==> src/rtl/cp0_pkg.sv <==
// Shared CP0 register numbers, bit positions and exception codes for the
// MIPS coprocessor-0 slice.
package cp0_pkg;

    localparam logic [4:0] REG_COUNT   = 5'd9;
    localparam logic [4:0] REG_COMPARE = 5'd11;
    localparam logic [4:0] REG_SR      = 5'd12;
    localparam logic [4:0] REG_CAUSE   = 5'd13;
    localparam logic [4:0] REG_EPC     = 5'd14;
    localparam logic [4:0] REG_PRID    = 5'd15;

    localparam int SR_IE        = 0;
    localparam int SR_EXL       = 1;
    localparam int CAUSE_BD     = 31;
    localparam int IM_LO        = 8;
    localparam int IM_HI        = 15;
    localparam int EXC_LO       = 2;
    localparam int EXC_HI       = 6;
    localparam int IP_HWINT_LO  = 10;
    localparam int IP_TIMER     = 15;

    typedef enum logic [4:0] {
        EXC_INT     = 5'd0,
        EXC_ADEL    = 5'd4,
        EXC_ADES    = 5'd5,
        EXC_SYSCALL = 5'd8,
        EXC_RI      = 5'd10,
        EXC_OV      = 5'd12
    } exc_code_e;

endpackage

==> src/rtl/cp0_timer.sv <==
// Count/Compare timer for CP0; raises timer_pend the edge after Count
// reaches Compare and clears it on any write to Compare.
module cp0_timer
    import cp0_pkg::*;
(
    input  logic        clk,
    input  logic        reset,
    input  logic        we,
    input  logic [4:0]  addr,
    input  logic [31:0] wdata,
    output logic [31:0] count,
    output logic [31:0] compare,
    output logic        timer_pend
);

    logic wr_count;
    logic wr_compare;

    assign wr_count   = we && (addr == REG_COUNT);
    assign wr_compare = we && (addr == REG_COMPARE);

    // Compare resets to all-ones so a freshly reset Count cannot match it.
    always_ff @(posedge clk or posedge reset) begin
        if (reset) begin
            count      <= '0;
            compare    <= 32'hFFFF_FFFF;
            timer_pend <= 1'b0;
        end else begin
            if (wr_count)
                count <= wdata;
            else
                count <= count + 32'd1;

            if (wr_compare) begin
                compare    <= wdata;
                timer_pend <= 1'b0;
            end else if (count == compare) begin
                timer_pend <= 1'b1;
            end
        end
    end

endmodule

==> src/rtl/cp0_irq_ctrl.sv <==
// Coprocessor-0 beside the M stage: SR/Cause/EPC/PRId plus optional timer,
// deciding each cycle whether the pipeline must redirect to the handler.
module cp0_irq_ctrl
    import cp0_pkg::*;
#(
    parameter int          NUM_HWINT = 5,
    parameter bit          TIMER_EN  = 1'b1,
    parameter logic [31:0] PRID      = 32'h0000_0001
) (
    input  logic                 clk,
    input  logic                 reset,
    input  logic                 we,
    input  logic [4:0]           addr,
    input  logic [31:0]          wdata,
    output logic [31:0]          rdata,
    input  logic [31:0]          vpc,
    input  logic                 bd_in,
    input  logic [4:0]           exc_code_in,
    input  logic [NUM_HWINT-1:0] hwint,
    input  logic                 eret,
    output logic                 req,
    output logic [31:0]          epc_out
);

    logic [7:0]  im;
    logic        exl;
    logic        ie;
    logic        bd;
    logic [4:0]  exc_code;
    logic [4:0]  ip_hw;
    logic [31:0] epc;
    logic [31:0] count;
    logic [31:0] compare;
    logic        timer_pend;
    logic [4:0]  hw_ext;
    logic [7:0]  ip;
    logic        int_pend;
    logic        mtc0_ok;

    // A flushed mtc0 (same cycle as req) must not reach the timer either.
    assign mtc0_ok = we && !req;

    generate
        if (TIMER_EN) begin : g_timer
            cp0_timer u_timer (
                .clk        (clk),
                .reset      (reset),
                .we         (mtc0_ok),
                .addr       (addr),
                .wdata      (wdata),
                .count      (count),
                .compare    (compare),
                .timer_pend (timer_pend)
            );
        end else begin : g_no_timer
            assign count      = '0;
            assign compare    = '0;
            assign timer_pend = 1'b0;
        end
    endgenerate

    always_comb begin
        hw_ext                  = '0;
        hw_ext[NUM_HWINT-1:0]   = hwint;
    end

    assign ip       = {timer_pend, ip_hw, 2'b00};
    assign int_pend = ie && |(ip & im);
    assign req      = !exl && (int_pend || (exc_code_in != 5'd0));
    assign epc_out  = epc;

    // Per-bit priority: exception entry, then eret, then a surviving mtc0.
    always_ff @(posedge clk or posedge reset) begin
        if (reset) begin
            im       <= '0;
            exl      <= 1'b0;
            ie       <= 1'b0;
            bd       <= 1'b0;
            exc_code <= '0;
            ip_hw    <= '0;
            epc      <= '0;
        end else begin
            ip_hw <= hw_ext;
            if (req) begin
                exl      <= 1'b1;
                bd       <= bd_in;
                exc_code <= int_pend ? EXC_INT : exc_code_in;
                epc      <= bd_in ? vpc - 32'd4 : vpc;
            end else begin
                if (eret)
                    exl <= 1'b0;
                else if (we && addr == REG_SR)
                    exl <= wdata[SR_EXL];
                if (we && addr == REG_SR) begin
                    im <= wdata[IM_HI:IM_LO];
                    ie <= wdata[SR_IE];
                end
                if (we && addr == REG_EPC)
                    epc <= wdata;
            end
        end
    end

    always_comb begin
        rdata = '0;
        case (addr)
            REG_COUNT:   rdata = count;
            REG_COMPARE: rdata = compare;
            REG_SR:      rdata = {16'b0, im, 6'b0, exl, ie};
            REG_CAUSE:   rdata = {bd, 15'b0, ip, 1'b0, exc_code, 2'b0};
            REG_EPC:     rdata = epc;
            REG_PRID:    rdata = PRID;
            default:     rdata = '0;
        endcase
    end

endmodule

==> config.mk <==
export PLATFORM = sky130hd
export DESIGN_NAME = cp0_irq_ctrl
export DESIGN_NICKNAME = d
export VERILOG_FILES = /design/src/rtl/cp0_pkg.sv /design/src/rtl/cp0_timer.sv /design/src/rtl/cp0_irq_ctrl.sv
export SDC_FILE = /design/constraint.sdc
export NUM_CORES = 1
export LEC_CHECK = 0
export CAP_MARGIN = 20
export CORE_MARGIN = 2
export CORE_UTILIZATION = 51
export CTS_BUF_LIST = sky130_fd_sc_hd__clkbuf_4
export DETAILED_ROUTE_END_ITERATION = 6
export PLACE_DENSITY = 0.92
export SYNTH_ARGS = -nofsm -noshare
export SYNTH_HDL_FRONTEND = slang
export SYNTH_SLANG_ARGS = --single-unit
==> constraint.sdc <==
create_clock -name clk -period 4.8 [get_ports clk]
set_input_delay 0.48 -clock clk [delete_from_list [all_inputs] [get_ports clk]]
set_output_delay 0.48 -clock clk [all_outputs]
set_load 0.02 [all_outputs]
* After elaboration in Yosys (flattened, before gate mapping)
Cells that the tools add are included.
** Operators by class
- Add/sub/neg operators :: 2
- Equal/unequal tests :: 7
- Muxes and demuxes :: 11
- Bitwise logic cells :: 2
- Reductions and logical operators :: 16
** Operators by type and width (number)
- case mux 32 bit (6 select lines) :: 1
- two-way mux 32 bit :: 4
- adder 32 x 1 -> 32 bit, second input constant :: 1
- equality test 32 bit :: 1
- subtractor 32 x 3 -> 32 bit, second input constant :: 1
- equality test 5 x 4 -> 1 bit, second input constant :: 6
- bitwise AND 8 bit :: 1
- OR reduction 8 bit :: 1
- logical AND 1 bit :: 7
- two-way mux 1 bit :: 5
- two-way mux 5 bit :: 1
- nonzero test 5 bit :: 1
- nonzero test 2 bit :: 2
- nonzero test 3 bit :: 1
- logical NOT 1 bit :: 2
- AND reduction 2 bit :: 1
- logical OR 1 bit :: 1
- NOT 1 bit :: 1
** Word-level totals
- Register bits after elaboration :: 118
- Output and inout port bits :: 65

* Logic depth before layout (Yosys ltp)
- Word-level depth :: 9
- Gate-level depth with buffers :: 8

* Modules after synthesis
From an unflattened synthesis, not the netlist that was laid out.
** Second synthesis, totals
- Cell total of the unflattened synthesis :: 725
- Area, all modules :: 7317.0 sq um
** By module, submodules not included
- cp0_irq_ctrl :: instances 1, cells an instance 415, area each 3953.8 sq um
- cp0_timer :: instances 1, cells an instance 310, area each 3363.2 sq um

* Worst setup path after synthesis
Ideal clock, no wire load.
- Path kind :: input port to output port
- Start point :: in addr[4]
- End point :: out rdata[13]
- Arrival :: 1.650 ns
- Setup slack :: 2.670 ns
- Cell stages on the path :: 6
- Path through :: nor3b_1 and3_1 clkbuf_1 clkbuf_1 a222oi_1 nand2_1
** Between the ends
- Cells in the longest elaborated chain, start to end :: 2
** RTL lines
- start: declaration :: RTL line cp0_irq_ctrl.sv:13 : input logic [4:0] addr,
- equality test 5 x 4 -> 1 bit :: RTL line cp0_irq_ctrl.sv:106 : case (addr)
- case mux 32 bit (6 select lines) * :: RTL line cp0_irq_ctrl.sv:106
- end: declaration :: RTL line cp0_irq_ctrl.sv:15 : output logic [31:0] rdata,
Mark *: on every way between the ends. The rest lies on a longest branch, timed or not.

* Final worst setup path
- Start point :: reg im[4]
- End point :: out req
** Between the ends
- Cells in the longest elaborated chain, start to end :: 5
** RTL lines
- start: declaration :: RTL line cp0_irq_ctrl.sv:25 : logic [7:0] im;
- start signal: assignment :: RTL line cp0_irq_ctrl.sv:95 : im <= wdata[IM_HI:IM_LO];
- bitwise AND 8 bit :: RTL line cp0_irq_ctrl.sv:68 : assign int_pend = ie && |(ip & im);
- OR reduction 8 bit :: RTL line cp0_irq_ctrl.sv:68
- logical AND 1 bit :: RTL line cp0_irq_ctrl.sv:68
- logical OR 1 bit :: RTL line cp0_irq_ctrl.sv:69 : assign req = !exl && (int_pend || (exc_code_in != 5'd0));
- logical AND 1 bit :: RTL line cp0_irq_ctrl.sv:69
- end: declaration :: RTL line cp0_irq_ctrl.sv:21 : output logic req,
Every way passes these cells.

==> summary.txt <==
Status
  • Status: finished clean

Floorplanning
  • Die X: 121.0 um
  • Starting Density: 0.5248
  • Standard cell core area: 13300 um^2
  • Die H: 121.0 um
  • Die area: 14630 um^2
  • # rows: 42
  • # IOs: 149

Critical path
  • Reg2reg start: im[4]
  • Slowest stage delay, CP: 620 ps
  • Reg2Reg Depth: 6
  • Worst setup path endpoint: req
  • Nature of the critical path startpoint: register
  • Slowest CP cell: clkdlybuf4s50_1
  • Critical path peak fanout: 21
  • Flop2flop setup slack: 1600 ps
  • Setup crit start: im[4]
  • Crit end category: primary output
  • Worst-path cell chain: a22o_1 > o31ai_4 > a31o_2 > inv_2 > clkdlybuf4s50_1
  • Reg2reg end: g_timer.u_timer.compare[12]
  • Worst Path Arrival: 3150 ps
  • Worst EP required: 4320 ps
  • Crit path kind: reg -> out

Cells and area
  • Register Area: 2993 um^2
  • Util after Layout: 0.6643
  • Fin cells: 968
  • Number of fill cells: 966
  • Area of the multi-input gates: 3699 um^2
  • Area growth syn-to-layout: 26.60%
  • Antenna diodes: 0
  • Final-stage net count: 865
  • Layout cells sized above 1: 0.1364
  • Post-Layout Inst Area: 8832 um^2

Placement
  • Dpl hpwl: 14.57 mm
  • Dpl ws: 1307 ps
  • Placed cell count: 935
  • Port bufs: 148
  • Placed cell area: 8584 um^2
  • Gp weighted congestion: 0.9053

STA
  • Slew Limit Fails: 0
  • Worst Clk Skew: 14.62 ps
  • Final setup viols: 0
  • Slew @ Worst Pin: 911.4 ps
  • RSZ-0062 raised after global routing: no
  • TNS Setup: 0 ps
  • Hold slack: 338.7 ps
  • Hold Fails Final Rpt: 0
  • Slew HR: 0.3924
  • Fin crit period: 3632 ps
  • Crit share post-route: 0.7568
  • Worst Slack Setup Final: 1168 ps
  • Achievable Freq: 0.2753 GHz

Job
  • Max_cap viols: 0

Clocking
  • CTS max path bufs: 2
  • Post-CTS Resized: 0
  • CTS Sinks: 118
  • Clk slew on worst S/H paths: 100 ps
  • CTS tree: yes
  • CTS Hold Bufs: 0
  • CTS H-tree lvls: 4
  • Post-CTS Setup Bufs: 0
  • Clock Tree Root: clkbuf_4
  • TritonCTS Buffers: 17
  • Clk_lat worst skew: 550 ps

Yosys
  • Most frequent cell after synthesis: dfrtp_1
  • Syn_area_per_cell: 10.97 um^2
  • Syn nets: 722
  • EDFF count, synth: 0
  • Synth top area share: 0.3085
  • Syn. warnings: 0
  • Netlist cell types: 46
  • Most frequent cells after synthesis: dfrtp_1, xnor2_1, nand2_1
  • Post-synthesis cell area: 6977 um^2
  • Seq cells post-synth: 118
  • Synth top area cells: dfrtp_1, dfstp_2, xnor2_1
  • Mapped Cells: 636
  • Sequential area share after synthesis: 0.4290
  • Top FF cell, synth: dfrtp_1
  • Asr flop ratio synth: 1.000
  • Synth area leader: dfrtp_1

Power
  • VDD IR-drop max: 218.4 uV
  • Tot Pwr: 3.925 mW
  • Power per Cell Area: 444.4 nW/um^2
  • P_leak: 3.892 nW

Routing
  • Wire per inst: 20.49 um
  • Vias per cell: 6.097
  • Drt pass-1 iters: 6
  • Initial DRC count: 691
  • DRT Wirelength: 19.84 mm
  • DRC viols: 0
  • Vias: 5902
  • ANT nets after route: 0

GRT
  • Global route overflow: 0
  • Largest net degree at the start of global routing: 46
  • Number of global-route vias before repair: 5880
  • Initial antenna violation count: 0
  • GRT Util Overall: 0.2794
  • First-pass GRT wire length: 31.56 mm

Worst hold path
  • Worst hold path type: in -> async
cells in the final DEF (no fill, tap or decap), types with 3 or more instances in the layout:
cell	n
a22oi_1	6
nand4_1	18
inv_1	21
nand3_1	19
nand2_1	61
a22o_1	3
dfstp_2	32
clkbuf_4	18
nor4_1	10
buf_4	11
nor4_4	3
xnor2_1	80
o21ai_0	13
or3_1	4
mux2_1	58
a222oi_1	31
mux2_2	14
dfrtp_1	86
clkinv_1	4
clkinv_2	8
clkdlybuf4s50_1	148
a21oi_1	4
nor3_1	19
mux2i_1	54
and3_1	9
nor2_1	14
xor2_1	9
worst max-delay path: cells and delay by family, from the launching register on:
kind	cells	cell delay (ps)
DFF	1	410
buffers and inverters	2	940
AOI/OAI and AO/OA	3	1250
power breakdown:
group	switching [mW]	total (mW)	internal [mW]
combinational	0.754	1.53	0.771
clock	0.372	0.619	0.247
sequential	0.390	1.78	1.39
total	1.52	3.92	2.41
registers in the layout, indices dropped and copies added, names as in the netlist:
signal	cells
bd	1
g_timer.u_timer.compare	32
exc_code	5
epc_out	32
g_timer.u_timer.timer_pend	1
ie	1
im	8
g_timer.u_timer.count	32
ip_hw	5
exl	1
cell families (layout without fill, tap and decap cells):
| group | count (synthesis) | count (layout) | synth area share |
|---|---|---|---|
| and+or+nand+nor | 178 | 178 | 0.1435 |
| buffers and inverters | 60 | 216 | 0.04268 |
| adders and majority gates | 2 | 2 | 0.003586 |
| xor gates and xnor gates | 89 | 89 | 0.1117 |
| AOI/OAI and AO/OA | 63 | 63 | 0.07586 |
| DFF | 118 | 118 | 0.4290 |
| muxes | 126 | 126 | 0.1937 |
how the worst min path moves through the flow:
| stage | from | to | cells past startpoint | slack [ps] |
|---|---|---|---|---|
| finish | reset | epc_out[30] | 2 | 340 |
| global route | hwint[1] | ip_hw[1] | 1 | 350 |
| CTS | reset | epc_out[30] | 2 | 340 |
| detailed placement | exc_code[3] | exc_code[3] | 2 | 470 |
| global placement | exc_code[2] | exc_code[2] | 2 | 450 |
| floorplan | exc_code[2] | exc_code[2] | 2 | 440 |
final cells by class:
cell class,count,share of cell area
multi-input cells,458,0.4188
flip-flops and latches,118,0.3389
clock inverters,14,0.01048
inverters,23,0.01006
repair buffers,161,0.1816
well taps,176,0.02493
clock buffers,18,0.01530
per-layer routing:
metal  GRT usage  part of all wire
met5           0                 0
met4      0.1097             0.024
met3     0.05451             0.083
met2      0.4558              0.48
met1      0.3669              0.41
Note: power is estimated with default switching activity, not from simulation.
==> RTL change: new RTL, same flow settings <==
Register the output `req`, with the module's reset; this adds one clock of latency there. The other outputs are not delayed to match. Comments in the files are not updated.
--- a/src/rtl/cp0_irq_ctrl.sv
+++ b/src/rtl/cp0_irq_ctrl.sv
@@ -24,2 +24,4 @@
 
+    logic req_d;
+
     logic [7:0]  im;
@@ -40,3 +42,3 @@
     // A flushed mtc0 (same cycle as req) must not reach the timer either.
-    assign mtc0_ok = we && !req;
+    assign mtc0_ok = we && !req_d;
 
@@ -68,3 +70,3 @@
     assign int_pend = ie && |(ip & im);
-    assign req      = !exl && (int_pend || (exc_code_in != 5'd0));
+    assign req_d    = !exl && (int_pend || (exc_code_in != 5'd0));
     assign epc_out  = epc;
@@ -83,3 +85,3 @@
             ip_hw <= hw_ext;
-            if (req) begin
+            if (req_d) begin
                 exl      <= 1'b1;
@@ -116,2 +118,10 @@
 
+    always_ff @(posedge clk or posedge reset) begin
+        if (reset) begin
+            req <= '0;
+        end else begin
+            req <= req_d;
+        end
+    end
+
 endmodule
Check against the original RTL: not equivalent (Yosys sat finds a counterexample within 4 cycles, from zero or initial values and one cycle with reset high).
==> RTL change against the unedited design <==
  * The flow now finishes with violations (DRC)
  * Largest cell class unchanged
  * Maximum frequency increased by 12%
  * Synthesized cell count increased by 0.16%
  * Synthesized area increased by 0.36%
  * Combinational power about the same
  * Cell count unchanged
  * Die area increased by 0.35%
  * Routed wire length increased by 1.2%
  * Hold slack got worse by 0.0092 ns
  * Cell area increased by 1.4%
  * Power increased by 7.0%
  * Sequential cell count increased by 1
  * Global-route usage about the same
  * Setup slack improved by 0.39 ns
==> RTL change: results (changes against the unedited design) <==
.. list-table::
   :header-rows: 1

   * - Metric
     - Value
   * - Worst Skew
     - 0.0253 ns (+0.0106 ns)
   * - Post-Synth XOR/XNOR Area
     - 11.1% (-0.040 points)
   * - Number of iterations in the first detailed-routing pass
     - 7 (+1)
   * - Filler cell count in the final layout
     - 979 (+1.3%)
   * - Mean cell area of the mapped netlist
     - 11.0 µm² (+0.20%)
   * - Post-synthesis compound-gate area fraction
     - 7.56% (-0.027 points)
   * - Worst Path Arrival
     - 2.76 ns (-0.39 ns)
   * - M3 GR Usage
     - 8.18% (+2.7 points)
   * - Minimum setup slack after placement
     - 1.56 ns (+0.253 ns)
   * - Met1 capacity usage during global routing
     - 34.7% (-2.0 points)
   * - Starting DRT DRC Count
     - 824 (+19%)
   * - Total DRC errors in the routed layout
     - 10 (+10)
   * - Aggregate routed wire length
     - 20100 µm (+1.2%)
   * - Largest net degree at the start of global routing
     - 44 (-4.3%)
   * - Violated checks
     - DRC
   * - Clk slew on worst S/H paths
     - 0.12 ns (+0.02 ns)
   * - Worst slew pin tran
     - 0.738 ns (-0.173 ns)
   * - Synthesized Nets
     - 723 (+0.14%)
   * - Worst R2R End
     - im[4]
   * - Highest net fanout along the worst path
     - 35 (+67%)
   * - Wire length of the first global-routing pass
     - 31700 µm (+0.35%)
   * - Share of layout cells above drive strength 1
     - 14.0% (+0.38 points)
   * - Static Leak
     - 3.95 nW (+1.4%)
   * - Result of the run
     - complete, but fails checks
   * - Global placer's final weighted congestion
     - 0.906 (+0.12%)
   * - Adder-cell share of the synthesized area
     - 0.357% (-0.0013 points)
   * - Detailed-route via count
     - 5966 (+1.1%)
   * - Overall routing resource usage
     - 28.0% (+0.032 points)
   * - GR met2 Demand/Resource
     - 45.3% (-0.25 points)
   * - Worst Hold Slack
     - 0.329 ns (-0.00922 ns)
   * - FF-to-FF setup slack
     - 1.82 ns (+0.22 ns)
   * - Worst IR drop on VDD
     - 0.302 mV (+38%)
-- RTL change: worst max path at each step --
stage	from	endpoint	slack, ns	depth (start not counted)
finish	addr[3]	rdata[13]	1.56	7
global route	addr[3]	rdata[15]	1.45	7
CTS	addr[3]	rdata[13]	1.60	7
detailed placement	addr[3]	epc_out[7]	1.56	7
global placement	addr[3]	rdata[15]	1.64	7
floorplan	reset	bd	1.22	1
-- RTL change: cells by family after synthesis --
group / Yosys count
compound gates: 63
xor+xnor: 89
fa+ha+maj: 2
buf+inv: 60
flops: 119
mux: 126
simple gates: 178
-- RTL change: area by class of cell --
cell class | instances | area share, %
well taps | 176 | 2.46
flip-flops and latches | 119 | 33.7
clock inverters | 13 | 2.28
clock buffers | 19 | 1.59
inverters | 23 | 0.992
repair buffers | 160 | 17.7
multi-input cells | 458 | 41.3
-- RTL change: critical path, cell delays in order --
cell,delay [ns]
sky130_fd_sc_hd__clkdlybuf4s50_1,0.47
sky130_fd_sc_hd__nor3b_1,0.27
sky130_fd_sc_hd__and3_1,0.20
sky130_fd_sc_hd__buf_4,0.40
sky130_fd_sc_hd__a222oi_1,0.21
sky130_fd_sc_hd__nand2_1,0.12
sky130_fd_sc_hd__clkdlybuf4s50_1,0.61
-- RTL change: where the power goes --
part,switching (mW),internal (mW)
clock network,0.398,0.476
registers,0.397,1.40
logic,0.756,0.771
-- RTL change: per-layer routing --
layer,vias to the layer above,routed length (µm)
met4,0,555
li1,2632,-
met3,59,2000
met2,371,9780
met5,-,0
met1,2904,7750
-- RTL change: through the flow --
step | cell area, µm² | power, mW | instances
2_1_floorplan | 7000 | 2.65 | 637
3_3_place_gp | 8590 | 3.25 | 935
3_5_place_dp | 8590 | 3.32 | 935
4_1_cts | 8940 | 4.19 | 967
5_1_grt | 8960 | 4.40 | 968
6_report | 8960 | 4.20 | 968
